## src/rtl/ralu_seq.sv

```systemverilog
// ralu_seq: parametrised register/ALU datapath with operand registers A/B,
// result register R, a small register file and a multi-cycle shift-add
// multiplier. Commands arrive over a valid/ready handshake.
module ralu_seq #(
  parameter int WIDTH = 4,
  parameter int REGS  = 8,
  localparam int AW   = (REGS > 1) ? $clog2(REGS) : 1
) (
  input  logic             clock,
  input  logic             reset,
  input  logic [WIDTH-1:0] data_in,
  input  logic             cmd_valid,
  output logic             cmd_ready,
  input  logic [3:0]       op,
  input  logic [AW-1:0]    adr,
  input  logic             wr,
  input  logic             cin,
  input  logic             isl,
  input  logic             isr,
  output logic             osl,
  output logic             osr,
  output logic             cout,
  output logic             zero,
  output logic             done,
  output logic [WIDTH-1:0] result
);

  localparam int CW = $clog2(WIDTH);

  localparam logic [3:0] OP_LDA_IN = 4'd1;
  localparam logic [3:0] OP_LDA_RF = 4'd2;
  localparam logic [3:0] OP_LDB_RF = 4'd3;
  localparam logic [3:0] OP_ADD    = 4'd4;
  localparam logic [3:0] OP_SUB    = 4'd5;
  localparam logic [3:0] OP_AND    = 4'd6;
  localparam logic [3:0] OP_OR     = 4'd7;
  localparam logic [3:0] OP_XOR    = 4'd8;
  localparam logic [3:0] OP_SHL    = 4'd9;
  localparam logic [3:0] OP_SHR    = 4'd10;
  localparam logic [3:0] OP_MUL    = 4'd11;
  localparam logic [3:0] OP_PASSA  = 4'd12;
  localparam logic [3:0] OP_PASSB  = 4'd13;

  typedef enum logic [0:0] {S_IDLE = 1'b0, S_MUL = 1'b1} state_t;

  state_t state_q, state_d;

  logic [WIDTH-1:0]   a_q, a_d, b_q, b_d, r_q, r_d;
  logic               cout_q, cout_d, osl_q, osl_d, osr_q, osr_d;
  logic               done_q, done_d;
  logic [WIDTH-1:0]   mcand_q, mcand_d, mplier_q, mplier_d;
  logic [2*WIDTH-1:0] acc_q, acc_d;
  logic [CW-1:0]      cnt_q, cnt_d;
  logic               wr_q, wr_d;
  logic [AW-1:0]      adr_q, adr_d;

  logic [WIDTH-1:0]   rf_q [REGS];
  logic [WIDTH-1:0]   rf_rd;
  logic               rf_we;
  logic [AW-1:0]      rf_wadr;
  logic [WIDTH-1:0]   rf_wdata;
  logic [REGS-1:0]    rf_hit;

  logic               accept;
  logic               mul_last;
  logic [WIDTH:0]     sum_add, sum_sub, step_sum;
  logic [WIDTH-1:0]   shl_b, shr_b;
  logic [2*WIDTH-1:0] step_acc;

  assign accept   = cmd_valid && cmd_ready;
  assign mul_last = (state_q == S_MUL) && (cnt_q == CW'(WIDTH - 1));

  // Arithmetic helpers shared by the ALU ops and the multiplier step.
  assign sum_add  = {1'b0, a_q} + {1'b0, b_q} + {{WIDTH{1'b0}}, cin};
  assign sum_sub  = {1'b0, a_q} + {1'b0, ~b_q} + {{WIDTH{1'b0}}, 1'b1};
  assign shl_b    = {b_q[WIDTH-2:0], isl};
  assign shr_b    = {isr, b_q[WIDTH-1:1]};
  // Add into the upper half, then shift the whole accumulator right by one.
  assign step_sum = {1'b0, acc_q[2*WIDTH-1:WIDTH]}
                  + {1'b0, (mplier_q[0] ? mcand_q : {WIDTH{1'b0}})};
  assign step_acc = {step_sum, acc_q[WIDTH-1:1]};

  // Register-file read: out-of-range addresses read as zero.
  always_comb begin
    rf_rd = '0;
    for (int i = 0; i < REGS; i++) begin
      if (adr == AW'(i)) rf_rd = rf_q[i];
    end
  end

  // Per-entry write decode; an address beyond REGS matches no entry.
  for (genvar gi = 0; gi < REGS; gi++) begin : g_hit
    assign rf_hit[gi] = rf_we && (rf_wadr == AW'(gi));
  end

  // FSM state register.
  always_ff @(posedge clock or negedge reset) begin
    if (!reset) state_q <= S_IDLE;
    else        state_q <= state_d;
  end

  // FSM next state: enter MUL on an accepted multiply, leave on the last step.
  always_comb begin
    state_d = state_q;
    case (state_q)
      S_IDLE:  if (accept && (op == OP_MUL)) state_d = S_MUL;
      S_MUL:   if (mul_last) state_d = S_IDLE;
      default: state_d = S_IDLE;
    endcase
  end

  // FSM outputs: commands are only taken while idle.
  always_comb begin
    cmd_ready = (state_q == S_IDLE);
  end

  // Datapath next-state: single-cycle ops in IDLE, one multiply step per MUL cycle.
  always_comb begin
    a_d      = a_q;
    b_d      = b_q;
    r_d      = r_q;
    cout_d   = cout_q;
    osl_d    = osl_q;
    osr_d    = osr_q;
    done_d   = 1'b0;
    mcand_d  = mcand_q;
    mplier_d = mplier_q;
    acc_d    = acc_q;
    cnt_d    = cnt_q;
    wr_d     = wr_q;
    adr_d    = adr_q;
    rf_we    = 1'b0;
    rf_wadr  = adr;
    rf_wdata = r_q;
    if (state_q == S_IDLE) begin
      if (accept) begin
        case (op)
          OP_LDA_IN: a_d = data_in;
          OP_LDA_RF: a_d = rf_rd;
          OP_LDB_RF: b_d = rf_rd;
          OP_ADD:    {cout_d, r_d} = sum_add;
          OP_SUB:    {cout_d, r_d} = sum_sub;
          OP_AND:    r_d = a_q & b_q;
          OP_OR:     r_d = a_q | b_q;
          OP_XOR:    r_d = a_q ^ b_q;
          OP_SHL: begin
            b_d   = shl_b;
            r_d   = shl_b;
            osl_d = b_q[WIDTH-1];
          end
          OP_SHR: begin
            b_d   = shr_b;
            r_d   = shr_b;
            osr_d = b_q[0];
          end
          OP_MUL: begin
            mcand_d  = a_q;
            mplier_d = b_q;
            acc_d    = '0;
            cnt_d    = '0;
            wr_d     = wr;
            adr_d    = adr;
          end
          OP_PASSA:  r_d = a_q;
          OP_PASSB:  r_d = b_q;
          default:   ;
        endcase
        // Multiply defers its write-back to completion.
        if (wr && (op != OP_MUL)) begin
          rf_we    = 1'b1;
          rf_wdata = r_d;
        end
      end
    end else begin
      acc_d    = step_acc;
      mplier_d = mplier_q >> 1;
      cnt_d    = cnt_q + CW'(1);
      if (mul_last) begin
        a_d      = step_acc[2*WIDTH-1:WIDTH];
        b_d      = step_acc[WIDTH-1:0];
        r_d      = step_acc[WIDTH-1:0];
        done_d   = 1'b1;
        rf_we    = wr_q;
        rf_wadr  = adr_q;
        rf_wdata = step_acc[WIDTH-1:0];
      end
    end
  end

  // Datapath registers; reset clears everything, aborting any multiply.
  always_ff @(posedge clock or negedge reset) begin
    if (!reset) begin
      a_q      <= '0;
      b_q      <= '0;
      r_q      <= '0;
      cout_q   <= 1'b0;
      osl_q    <= 1'b0;
      osr_q    <= 1'b0;
      done_q   <= 1'b0;
      mcand_q  <= '0;
      mplier_q <= '0;
      acc_q    <= '0;
      cnt_q    <= '0;
      wr_q     <= 1'b0;
      adr_q    <= '0;
    end else begin
      a_q      <= a_d;
      b_q      <= b_d;
      r_q      <= r_d;
      cout_q   <= cout_d;
      osl_q    <= osl_d;
      osr_q    <= osr_d;
      done_q   <= done_d;
      mcand_q  <= mcand_d;
      mplier_q <= mplier_d;
      acc_q    <= acc_d;
      cnt_q    <= cnt_d;
      wr_q     <= wr_d;
      adr_q    <= adr_d;
    end
  end

  // Register file storage, cleared by reset.
  always_ff @(posedge clock or negedge reset) begin
    if (!reset) begin
      for (int i = 0; i < REGS; i++) rf_q[i] <= '0;
    end else begin
      for (int i = 0; i < REGS; i++) begin
        if (rf_hit[i]) rf_q[i] <= rf_wdata;
      end
    end
  end

  assign result = r_q;
  assign zero   = (r_q == '0);
  assign cout   = cout_q;
  assign osl    = osl_q;
  assign osr    = osr_q;
  assign done   = done_q;

endmodule
```

## config.mk

```make
export PLATFORM = sky130hd
export DESIGN_NAME = ralu_seq
export DESIGN_NICKNAME = d
export VERILOG_FILES = /design/src/rtl/ralu_seq.sv
export SDC_FILE = /design/constraint.sdc
export NUM_CORES = 1
export LEC_CHECK = 0
export ABC_AREA = 1
export CORE_ASPECT_RATIO = 0.8
export CORE_MARGIN = 5
export CORE_UTILIZATION = 45
export DETAILED_ROUTE_END_ITERATION = 8
export PLACE_DENSITY = 0.74
export SETUP_SLACK_MARGIN = 0.1
export SLEW_MARGIN = 25
export SYNTH_ARGS = -nofsm -noshare
export SYNTH_HDL_FRONTEND = slang
export SYNTH_SLANG_ARGS = --single-unit
```

## constraint.sdc

```tcl
create_clock -name clock -period 2 [get_ports clock]
set_input_delay 0.4 -clock clock [delete_from_list [all_inputs] [get_ports clock]]
set_output_delay 0.4 -clock clock [all_outputs]
set_load 0.01 [all_outputs]
```

## After elaboration in Yosys (flattened, before gate mapping)

Index checks and enable logic that the tools add are counted.

| word-level totals | value |
|---|---|
| bits in registers | 71 |
| input port bits | 18 |
| output and inout port bits | 10 |
| word-level logic and storage cells | 135 |

| operators by class | value |
|---|---|
| add/sub/neg operators | 6 |
| equality and inequality tests | 30 |
| multiplexer cells | 45 |
| bitwise operators | 5 |
| reductions and logical operators | 27 |

Operator list:

| cell | count |
|---|---|
| 4-bit two-way mux | 24 |
| 4-bit one-hot mux with 9 select lines | 1 |
| 3-bit == test, second input constant | 8 |
| 4-bit == test, second input constant | 6 |
| 8-bit two-way mux | 3 |
| 3-bit AND reduction | 6 |
| 4-bit by 3-bit == test with 1-bit output, second input constant | 4 |
| 4-bit by 4-bit adder with 5-bit output | 3 |
| 3-bit by 2-bit == test with 1-bit output, second input constant | 4 |
| 1-bit logical AND | 12 |
| 4-bit one-hot mux with 3 select lines | 1 |
| 4-bit by 2-bit == test with 1-bit output, second input constant | 2 |
| 1-bit two-way mux | 8 |
| 4-bit one-hot mux with 2 select lines | 1 |
| 3-bit by 1-bit == test with 1-bit output, second input constant | 2 |
| 3-bit logical NOT | 2 |
| 2-bit two-way mux | 3 |
| 3-bit two-way mux | 2 |
| 2-bit nonzero test | 3 |
| 5-bit by 1-bit adder with 5-bit output | 1 |
| 5-bit by 1-bit adder with 5-bit output, second input constant | 1 |
| 4-bit bitwise AND | 1 |
| 4-bit by 1-bit == test with 1-bit output, second input constant | 1 |
| 4-bit logical NOT | 1 |
| 12 further kinds | 13 |

## Logic depth before layout (Yosys ltp)

Gate-level depths: netlist of the first run.

| depth | value |
|---|---|
| depth after elaboration | 12 |
| gate-level depth with buffers | 13 |
| depth with buffers taken out | 13 |

## Worst setup path after synthesis of the first run

No wires, ideal clock.

| timing | value |
|---|---|
| kind | input-to-reg |
| from | input cin |
| to | register rf_q[17] in the netlist's numbering |
| library setup time | 0.083 ns |
| arrival time | 1.936 ns |
| required time | 1.917 ns |
| path slack | -0.018 ns |
| stages on the path | 10 |
| buffers on the path | 0 |
| cells stage by stage | fa_1 inv_1 fa_1 o22ai_1 nor3_1 nand2_1 nand3_1 nand2_1 nand2_1 o21ai_0 |

| between the ends | value |
|---|---|
| longest elaborated chain between the ends | 5 |

Ends and longest elaborated chain:

| element | line | text |
|---|---|---|
| start: declaration | 17 | `input logic cin,` |
| 5-bit by 1-bit adder with 5-bit output | 74 | `assign sum_add = {1'b0, a_q} + {1'b0, b_q} + {{WIDTH{1'b0}}, cin};` |
| 4-bit one-hot mux with 9 select lines | 137 | `case (op)` |
| 4-bit two-way mux | 169 | `if (wr && (op != OP_MUL)) begin` |
| 4-bit two-way mux | 136 | `if (accept) begin` |
| 4-bit two-way mux | 135 | `if (state_q == S_IDLE) begin` |
| end signal: indexed assignment | 229 | `if (rf_hit[i]) rf_q[i] <= rf_wdata;` |
| end: declaration | 57 | `logic [WIDTH-1:0] rf_q [REGS];` |

No other way between the ends.
A chain may end at the register's enable or synchronous reset.

## Worst setup path in the final report of the first run

| timing | value |
|---|---|
| from | register b_q[0] |
| to | register rf_q[29] in the netlist's numbering |

| between the ends | value |
|---|---|
| longest elaborated chain between the ends | 7 |
| elaborated cells between the ends (all ways) | 9 |
| those cells by class | add/sub (4); mux (4); bitwise (1) |

Ends and longest elaborated chain:

| element | line | text |
|---|---|---|
| start: declaration | 48 | `logic [WIDTH-1:0] a_q, a_d, b_q, b_d, r_q, r_d;` |
| start signal: assignment | 194 | `b_q <= '0;` |
| start signal: assignment | 208 | `b_q <= b_d;` |
| 4-bit NOT | 75 | `assign sum_sub = {1'b0, a_q} + {1'b0, ~b_q} + {{WIDTH{1'b0}}, 1'b1};` |
| 4-bit by 4-bit adder with 5-bit output | 75 |  |
| 5-bit by 1-bit adder with 5-bit output | 75 |  |
| 4-bit one-hot mux with 9 select lines (*) | 137 |  |
| 4-bit two-way mux (*) | 169 |  |
| 4-bit two-way mux (*) | 136 |  |
| 4-bit two-way mux (*) | 135 |  |

Every way passes the cells marked *; elsewhere a longest branch is shown, timed or not.

==> summary.md, run 1 <==
| Metric | Value |
|---|---|
| Combinational power share | `53.2%` |
| Post-synth EDFFs | `0` |
| Clock share of power | `18.1%` |
| Placed wire-length estimate | `between 10,000 and 15,000 µm` |
| Clock skew | `between 0.009 and 0.01 ns` |
| Top cells by area, synth | `dfrtp_1, nand2_1, inv_1, nor2_1, ha_1` |
| Ys async rst share | `100%` |
| Initial antenna violation count | `0` |
| Final worst slack | `-0.142 ns` |
| Total Wirelength | `about 14,000 µm` |
| Post-synth cell types | `38` |
| Die Footprint | `11,400 µm²` |
| Sequential Power Share | `28.7%` |
| Hold Vio Cnt, Final | `0` |
| Power Dens Cells | `1480 nW/µm²` |
| RSZ-0062 raised after global routing | `yes` |
| Post-route cell area | `5980 µm²` |
| Drt via density | `between 5 and 6` |
| Wirelength per Cell | `approximately 17 µm` |
| Cell Area, Synth | `4230 µm²` |
| Max_cap viols | `0` |
| Post-DP Area | `about 5400 µm²` |
| Fin crit share | `107%` |
| Gr usage total | `between 20% and 30%` |
| Total CTS buffers | `9` |
| Drt pass-1 iters | `6` |
| Seq/Total Area, Yosys | `~41%` |
| Clk sink count | `70` |
| Ant. Diodes | `0` |
| Crit path time final | `between 2 and 2.5 ns` |
| Port bufs | `27` |
| Synthesis warning total | `0` |
| CP delay by family, top | `adder cells` |
| Slew @ Worst Pin | `around 0.47 ns` |
| TritonCTS clock tree | `built` |
| P_int | `just over 5 mW` |
| Syn nets | `600` |
| Hold WC Path Type | `input port to asynchronous set/reset pin` |
| Vias in the first global route | `between 4,000 and 5,000` |
| Clock Pin Slew Worst Setup and Hold Paths | `about 0.060 ns` |
| Die W | `~120 µm` |
| Max_slew headroom | `between 60% and 70%` |
| Switch Pwr | `between 3 and 4 mW` |
| H-tree levels | `3` |
| Initial Util | `46.4%` |
| Req. time, crit path | `roughly 2.3 ns` |
| Slew Viols, Final | `0` |
| Vias | `roughly 4,400` |
| Most frequent cells in the layout | `nand2_1, buf_4, dfrtp_1, inv_1, nor2_1` |
| Synth-to-layout area growth | `41.6%` |
| CP endpoint kind | `register` |
| Largest area contributor in the netlist | `dfrtp_1` |
| First-pass GRT wire length | `around 22,000 µm` |
| Residual DRC count | `0` |
| Site row count | `31` |
| Total gr overflow | `0` |
| Switch share | `41.7%` |
| Failing checks | `negative setup slack` |
| Clk Latency, worst-skew pair | `approximately 0.34 ns` |
| Post-DRT Antenna Nets | `0` |
| Non-filler instance count after layout | `821` |
| Top cell type's share of synthesized area | `between 40% and 50%` |
| CTS Root Cell | `clkbuf_16` |
| # setup viols final | `11` |
| Largest net degree at the start of global routing | `between 70 and 80` |
| Pleak | `between 3 and 4 nW` |
| Hold Worst Slack | `between 0.1 and 0.15 ns` |
| Most common cell after layout, fill and taps aside | `nand2_1` |
| 1st-iter DRT viols | `~450` |
| Post-synthesis register bit count | `70` |
| I/O pin cnt | `28` |
| Synthesized area per cell | `roughly 7.5 µm²` |
| Crit Path Class | `register to register` |
| Gate Count Post-Synth | `roughly 560` |
| Dpl cells | `roughly 790` |
| Buf/Inv on CP | `2` |
| GP Congestion | `0.914` |
| Die H | `~97 µm` |
| Nets | `740` |
| Worst-path cell chain | `fa_2 -> inv_2 -> fa_1 -> o22ai_1 -> nor3_1 -> nand2_1 -> nand3_4 -> buf_12 -> a31oi_1` |
| Outcome | `complete, but fails checks` |
| CP max stage delay | `0.43 ns` |
| Worst-path cell with the longest stage delay | `dfrtp_1` |
| Worst slack at placement | `-0.557 ns` |
| Critical Path AT | `2.40 ns` |
| Crit start category | `register` |
| FMAX | `467 MHz` |
| Core area | `between 9000 and 10,000 µm²` |
| CTS Buffer Depth | `2` |
| Max VDD drop | `about 0.75 mV` |
| CP max FO | `5` |
| Layout cells sized above 1 | `between 20 and 30%` |
| Most used DFF post-synth | `dfrtp_1` |
[layer usage]
metal	GRT usage, %	part of all wire, %	routed length [µm]
met1	35.5	46	6350
met2	34.5	44	5950
met3	5.31	8.6	1180
met4	6.79	1.3	182
met5	0	0	0
[worst paths after layout]
| path | start | depth (start not counted) | endpoint | slack (ns) |
|---|---|---|---|---|
| min | reset | 2 | mcand_q[3]$_DFFE_PN0P_ | 0.10 |
| min in group clock | op[1] | 3 | cout$_DFFE_PN0P_ | 0.48 |
| max reg2reg | b_q[0]$_DFFE_PN0P_ | 9 | rf_q[29]$_DFFE_PN0P_ | -0.14 |
| max | b_q[0]$_DFFE_PN0P_ | 9 | rf_q[29]$_DFFE_PN0P_ | -0.14 |
| max in group asynchronous | reset | 2 | rf_q[9]$_DFFE_PN0P_ | 1.59 |
| min reg2reg | cnt_q[0]$_DFFE_PN0P_ | 1 | cnt_q[0]$_DFFE_PN0P_ | 0.48 |
[logic make-up after synthesis]
group / after synthesis / synth area share, %
and+or+nand+nor: 269 / 27.5
DFF: 70 / 41.5
buffers and inverters: 89 / 8.14
adders and majority gates: 21 / 6.93
AOI/OAI and AO/OA: 112 / 16.0
[flip-flops by register name, indices dropped and copies added (netlist names)]
| register | count |
|---|---|
| wr_q | 1 |
| cout | 1 |
| result | 4 |
| acc_q | 7 |
| adr_q | 3 |
| a_q | 4 |
| mplier_q | 4 |
| cnt_q | 2 |
| done | 1 |
| osl | 1 |
| b_q | 4 |
| state_q | 1 |
| osr | 1 |
| mcand_q | 4 |
| rf_q | 32 |
[final cells by class]
class	count	area [µm²]
Sequential cell	70	1750
Inverter	79	297
Clock buffer	9	225
Tap cell	115	144
Fill cell	743	3130
Timing Repair Buffer	139	1130
Multi-Input combinational cell	402	2360
Clock inverter	7	72.6
[cells in the mapped netlist (all sizes together), types with 2 or more instances]
| cell | n |
|---|---|
| a211oi | 2 |
| a21o | 2 |
| a21oi | 18 |
| a22o | 2 |
| a22oi | 8 |
| a31oi | 22 |
| buf | 5 |
| clkbuf | 5 |
| dfrtp | 70 |
| fa | 4 |
| ha | 17 |
| inv | 78 |
| nand2 | 134 |
| nand3 | 32 |
| nand4 | 15 |
| nor2 | 78 |
| nor3 | 8 |
| o21ai | 38 |
| o22ai | 15 |
[power by group through the flow]
stage | clock network [mW] | registers [mW] | logic (mW)
2_1_floorplan | 0 | 2.48 | 2.28
3_3_place_gp | 0 | 2.49 | 4.06
3_5_place_dp | 0 | 2.52 | 4.14
4_1_cts | 1.63 | 2.51 | 4.34
5_1_grt | 1.69 | 2.61 | 5.18
6_report | 1.60 | 2.54 | 4.70
[what timing repair did]
action | in CTS | in global routing
setup buffers | 4 | 8
hold buffers | 0 | 0
gates resized for setup | 26 | 41
endpoints found under the setup margin | 41 | 41
gates cloned | 0 | 0
pin swaps | 9 | 15
[per-stage QoR]
stage | TNS [ns] | power, mW | util (%)
2_1_floorplan | 0 | 4.76 | -
3_3_place_gp | -17.24 | 6.55 | 59.0
3_5_place_dp | -19.69 | 6.66 | 59.0
4_1_cts | -0.855 | 8.48 | 63.4
5_1_grt | -2.56 | 9.48 | 65.6
6_report | -0.989 | 8.84 | 65.6
Note: power is estimated with default switching activity, not from simulation.
==> inputs of run 2 (changes only) <==
Settings changed: PLACE_DENSITY 0.74 to 0.71.
Clock period 2 ns to 2.1 ns, I/O delays scaled along.
==> run 2 against run 1 <==
The flow now finishes without violations. Clock power is 3% lower. Cell area is 3.0% lower. Register-to-register slack better by 0.16 ns. Critical path type unchanged. Die area unchanged. Fmax up 2.7%. Highest routed layer unchanged. Clock skew increased by 0.0010 ns. First-iteration DRC count up 1.1%. Clock-buffer cell count grew 1. Sequential share of layout area is 0.93 points higher. Final cell count down 2.4%. Sequential power fell by 4%.
==> summary.md, run 2 (synthesis gave the netlist of run 1 again) <==
| Metric | Value |
|---|---|
| Initial Util | `46.4% (unchanged)` |
| Worst-path cell chain | `fa_2 -> inv_2 -> fa_1 -> o22ai_2 -> nor3_2 -> nand2_2 -> nand3_4 -> buf_12 -> a31oi_1` |
| Pleak | `2.92 nW (-2.7%)` |
| Clock skew | `0.0106 ns (+0.00102 ns)` |
| Clk sink count | `70 (unchanged)` |
| I/O pin cnt | `28 (unchanged)` |
| Crit Path Class | `register to register` |
| Residual DRC count | `0 (unchanged)` |
| Slew Viols, Final | `0 (unchanged)` |
| Hold WC Path Type | `input port to asynchronous set/reset pin` |
| Drt pass-1 iters | `5 (-1)` |
| Slew @ Worst Pin | `0.435 ns (-0.0336 ns)` |
| FMAX | `480 MHz (+2.7%)` |
| Total CTS buffers | `9 (unchanged)` |
| Most frequent cells in the layout | `nand2_1, buf_4, dfrtp_1, inv_1, nor2_1` |
| GP Congestion | `0.937 (+2.5%)` |
| Largest regs | `rf_q x32, acc_q x7` |
| Layout cells sized above 1 | `24.6% (-4.3 points)` |
| Cts hold-fix bufs | `0 (unchanged)` |
| CP max FO | `5 (unchanged)` |
| Outcome | `complete, no violations` |
| Initial antenna violation count | `0 (unchanged)` |
| Nets | `720 (-2.7%)` |
| Max VDD drop | `0.868 mV (+16%)` |
| Ant. Diodes | `0 (unchanged)` |
| CTS Buffer Depth | `2 (unchanged)` |
| Layout fillers | `769 (+3.5%)` |
| Worst slack at placement | `-0.549 ns (+0.00756 ns)` |
| Wirelength per Cell | `16.0 µm (-3.9%)` |
| 1st-iter DRT viols | `452 (+1.1%)` |
| Dpl cells | `778 (-1.9%)` |
| H-tree levels | `3 (unchanged)` |
| Synth-to-layout area growth | `37.3%` |
| Crit start category | `register` |
| Top reg by flops | `rf_q` |
| Total Wirelength | `12,800 µm (-6.2%)` |
| Largest net degree at the start of global routing | `43 (-39%)` |
| Final design utilization | `63.7% (-2.0 points)` |
| # setup viols final | `0 (-11)` |
| CP endpoint kind | `register` |
| Fin crit share | `99.3% (-7.8 points)` |
| Max reg flops | `32 (unchanged)` |
| Site row count | `31 (unchanged)` |
| Req. time, crit path | `2.36 ns (+0.10 ns)` |
| Clk Latency, worst-skew pair | `0.34 ns (about the same)` |
| Die W | `118 µm (unchanged)` |
| CP max stage delay | `0.43 ns (about the same)` |
| Total gr overflow | `0 (unchanged)` |
| Worst-path cell with the longest stage delay | `fa_1` |
| Worst R2R Path Depth | `9 (unchanged)` |
| Clock Pin Slew Worst Setup and Hold Paths | `0.06 ns (about the same)` |
| Die H | `96.7 µm (unchanged)` |
| Drt via density | `5.40 (about the same)` |
| Gr usage total | `22.5% (-1.3 points)` |
| CTS Root Cell | `clkbuf_16` |
| Vias in the first global route | `4,012 (-4.1%)` |
| Placed wire-length estimate | `9870 µm (-4.2%)` |
| Vias | `4,324 (-2.3%)` |
| Max_slew headroom | `71.0% (+2.3 points)` |
| Most common cell after layout, fill and taps aside | `nand2_1` |
| Power Dens Cells | `1420 nW/µm² (-4.2%)` |
| Crit path time final | `2.09 ns (-0.0564 ns)` |
| Core area | `9110 µm² (unchanged)` |
| First-pass GRT wire length | `20,600 µm (-5.4%)` |
| TritonCTS clock tree | `built` |
| Die Footprint | `11,400 µm² (unchanged)` |
| Non-filler instance count after layout | `801 (-2.4%)` |
| Final worst slack | `0.0145 ns (+0.156 ns)` |
| Critical Path AT | `2.35 ns (-0.05 ns)` |
| Post-DRT Antenna Nets | `0 (unchanged)` |
| Max_cap viols | `0 (unchanged)` |
| Port bufs | `27 (unchanged)` |
| Hold Vio Cnt, Final | `0 (unchanged)` |
| RSZ-0062 raised after global routing | `yes` |
-- run 2: cell types whose count changed in the layout (fill, tap and decap cells not counted), moves of 2 or more --
cell,previous run,this run
nand2_1,119,121
dlygate4sd2_1,6,3
buf_4,108,89
a22oi_2,3,0
inv_2,13,11
a22oi_1,5,8
dlymetal6s2s_1,0,3
nand2_2,12,10
o21ai_1,5,9
o21ai_2,5,1
-- run 2: area by class of cell --
cell class / count / area, µm² / share of cell area [%]
clock inverter: 6 / 68.8 / 1.19
timing repair buffer: 119 / 988 / 17.0
tap: 115 / 144 / 2.48
clock buffer: 10 / 239 / 4.12
multi-input combinational: 402 / 2310 / 39.9
inverter: 79 / 297 / 5.11
sequential: 70 / 1750 / 30.2
-- run 2: final timing paths --
check	to	slack (ns)	from
max	rf_q[13]$_DFFE_PN0P_	0.01	a_q[0]$_DFFE_PN0P_
min	mcand_q[1]$_DFFE_PN0P_	0.01	reset
max reg2reg	rf_q[13]$_DFFE_PN0P_	0.01	a_q[0]$_DFFE_PN0P_
min reg2reg	adr_q[2]$_DFFE_PN0P_	0.49	adr_q[2]$_DFFE_PN0P_
max in group asynchronous	rf_q[0]$_DFFE_PN0P_	1.51	reset
min in group clock	adr_q[2]$_DFFE_PN0P_	0.49	adr_q[2]$_DFFE_PN0P_
-- run 2: repair_timing --
item / 4_1_cts / 5_1_grt
endpoints found under the setup margin: 38 / 45
gates resized for setup: 25 / 29
pin swaps: 16 / 11
setup buffers: 5 / 2
-- run 2: power by group --
group          internal [mW]  switching (mW)  leakage (nW)  total (mW)
sequential              1.99           0.444         0.851        2.44
combinational           1.83            2.39          1.92        4.22
clock                  0.957           0.598         0.149        1.55
total                   4.78            3.43          2.92        8.21
-- run 2: layer usage --
layer  track usage, %  up-vias  routed length (µm)
met4             5.73        0                 117
met3             6.12        9                1100
met5                0        -                   0
met1             34.9     2035                6250
li1                 -     2111                   -
met2             30.7      169                5340
-- run 2: through the flow --
| step | TNS, ns | hold slack, ns | power, mW | instance area (µm²) |
|---|---|---|---|---|
| after floorplan | 0 | 0.124 | 4.53 | 4230 |
| after global placement | -12.61 | 0.379 | 6.05 | 5240 |
| after detailed placement | -15.72 | 0.379 | 6.13 | 5240 |
| after CTS | -0.288 | 0.0145 | 7.97 | 5690 |
| after global routing | -1.52 | 0.0235 | 8.86 | 5800 |
| final | 0 | 0.0146 | 8.21 | 5800 |
-- run 2: critical path: cells and delay by family (launching register included) --
kind	cells	cell delay [ns]
flops	1	0.42
buf+inv	2	0.21
simple gates	3	0.26
compound gates	2	0.31
fa+ha+maj	2	0.82
==> inputs of run 3 (changes only) <==
Settings changed: CAP_MARGIN from default to 20.
==> results of run 3 <==
No change in the layout: final DEF, timing and power equal those of run 2.
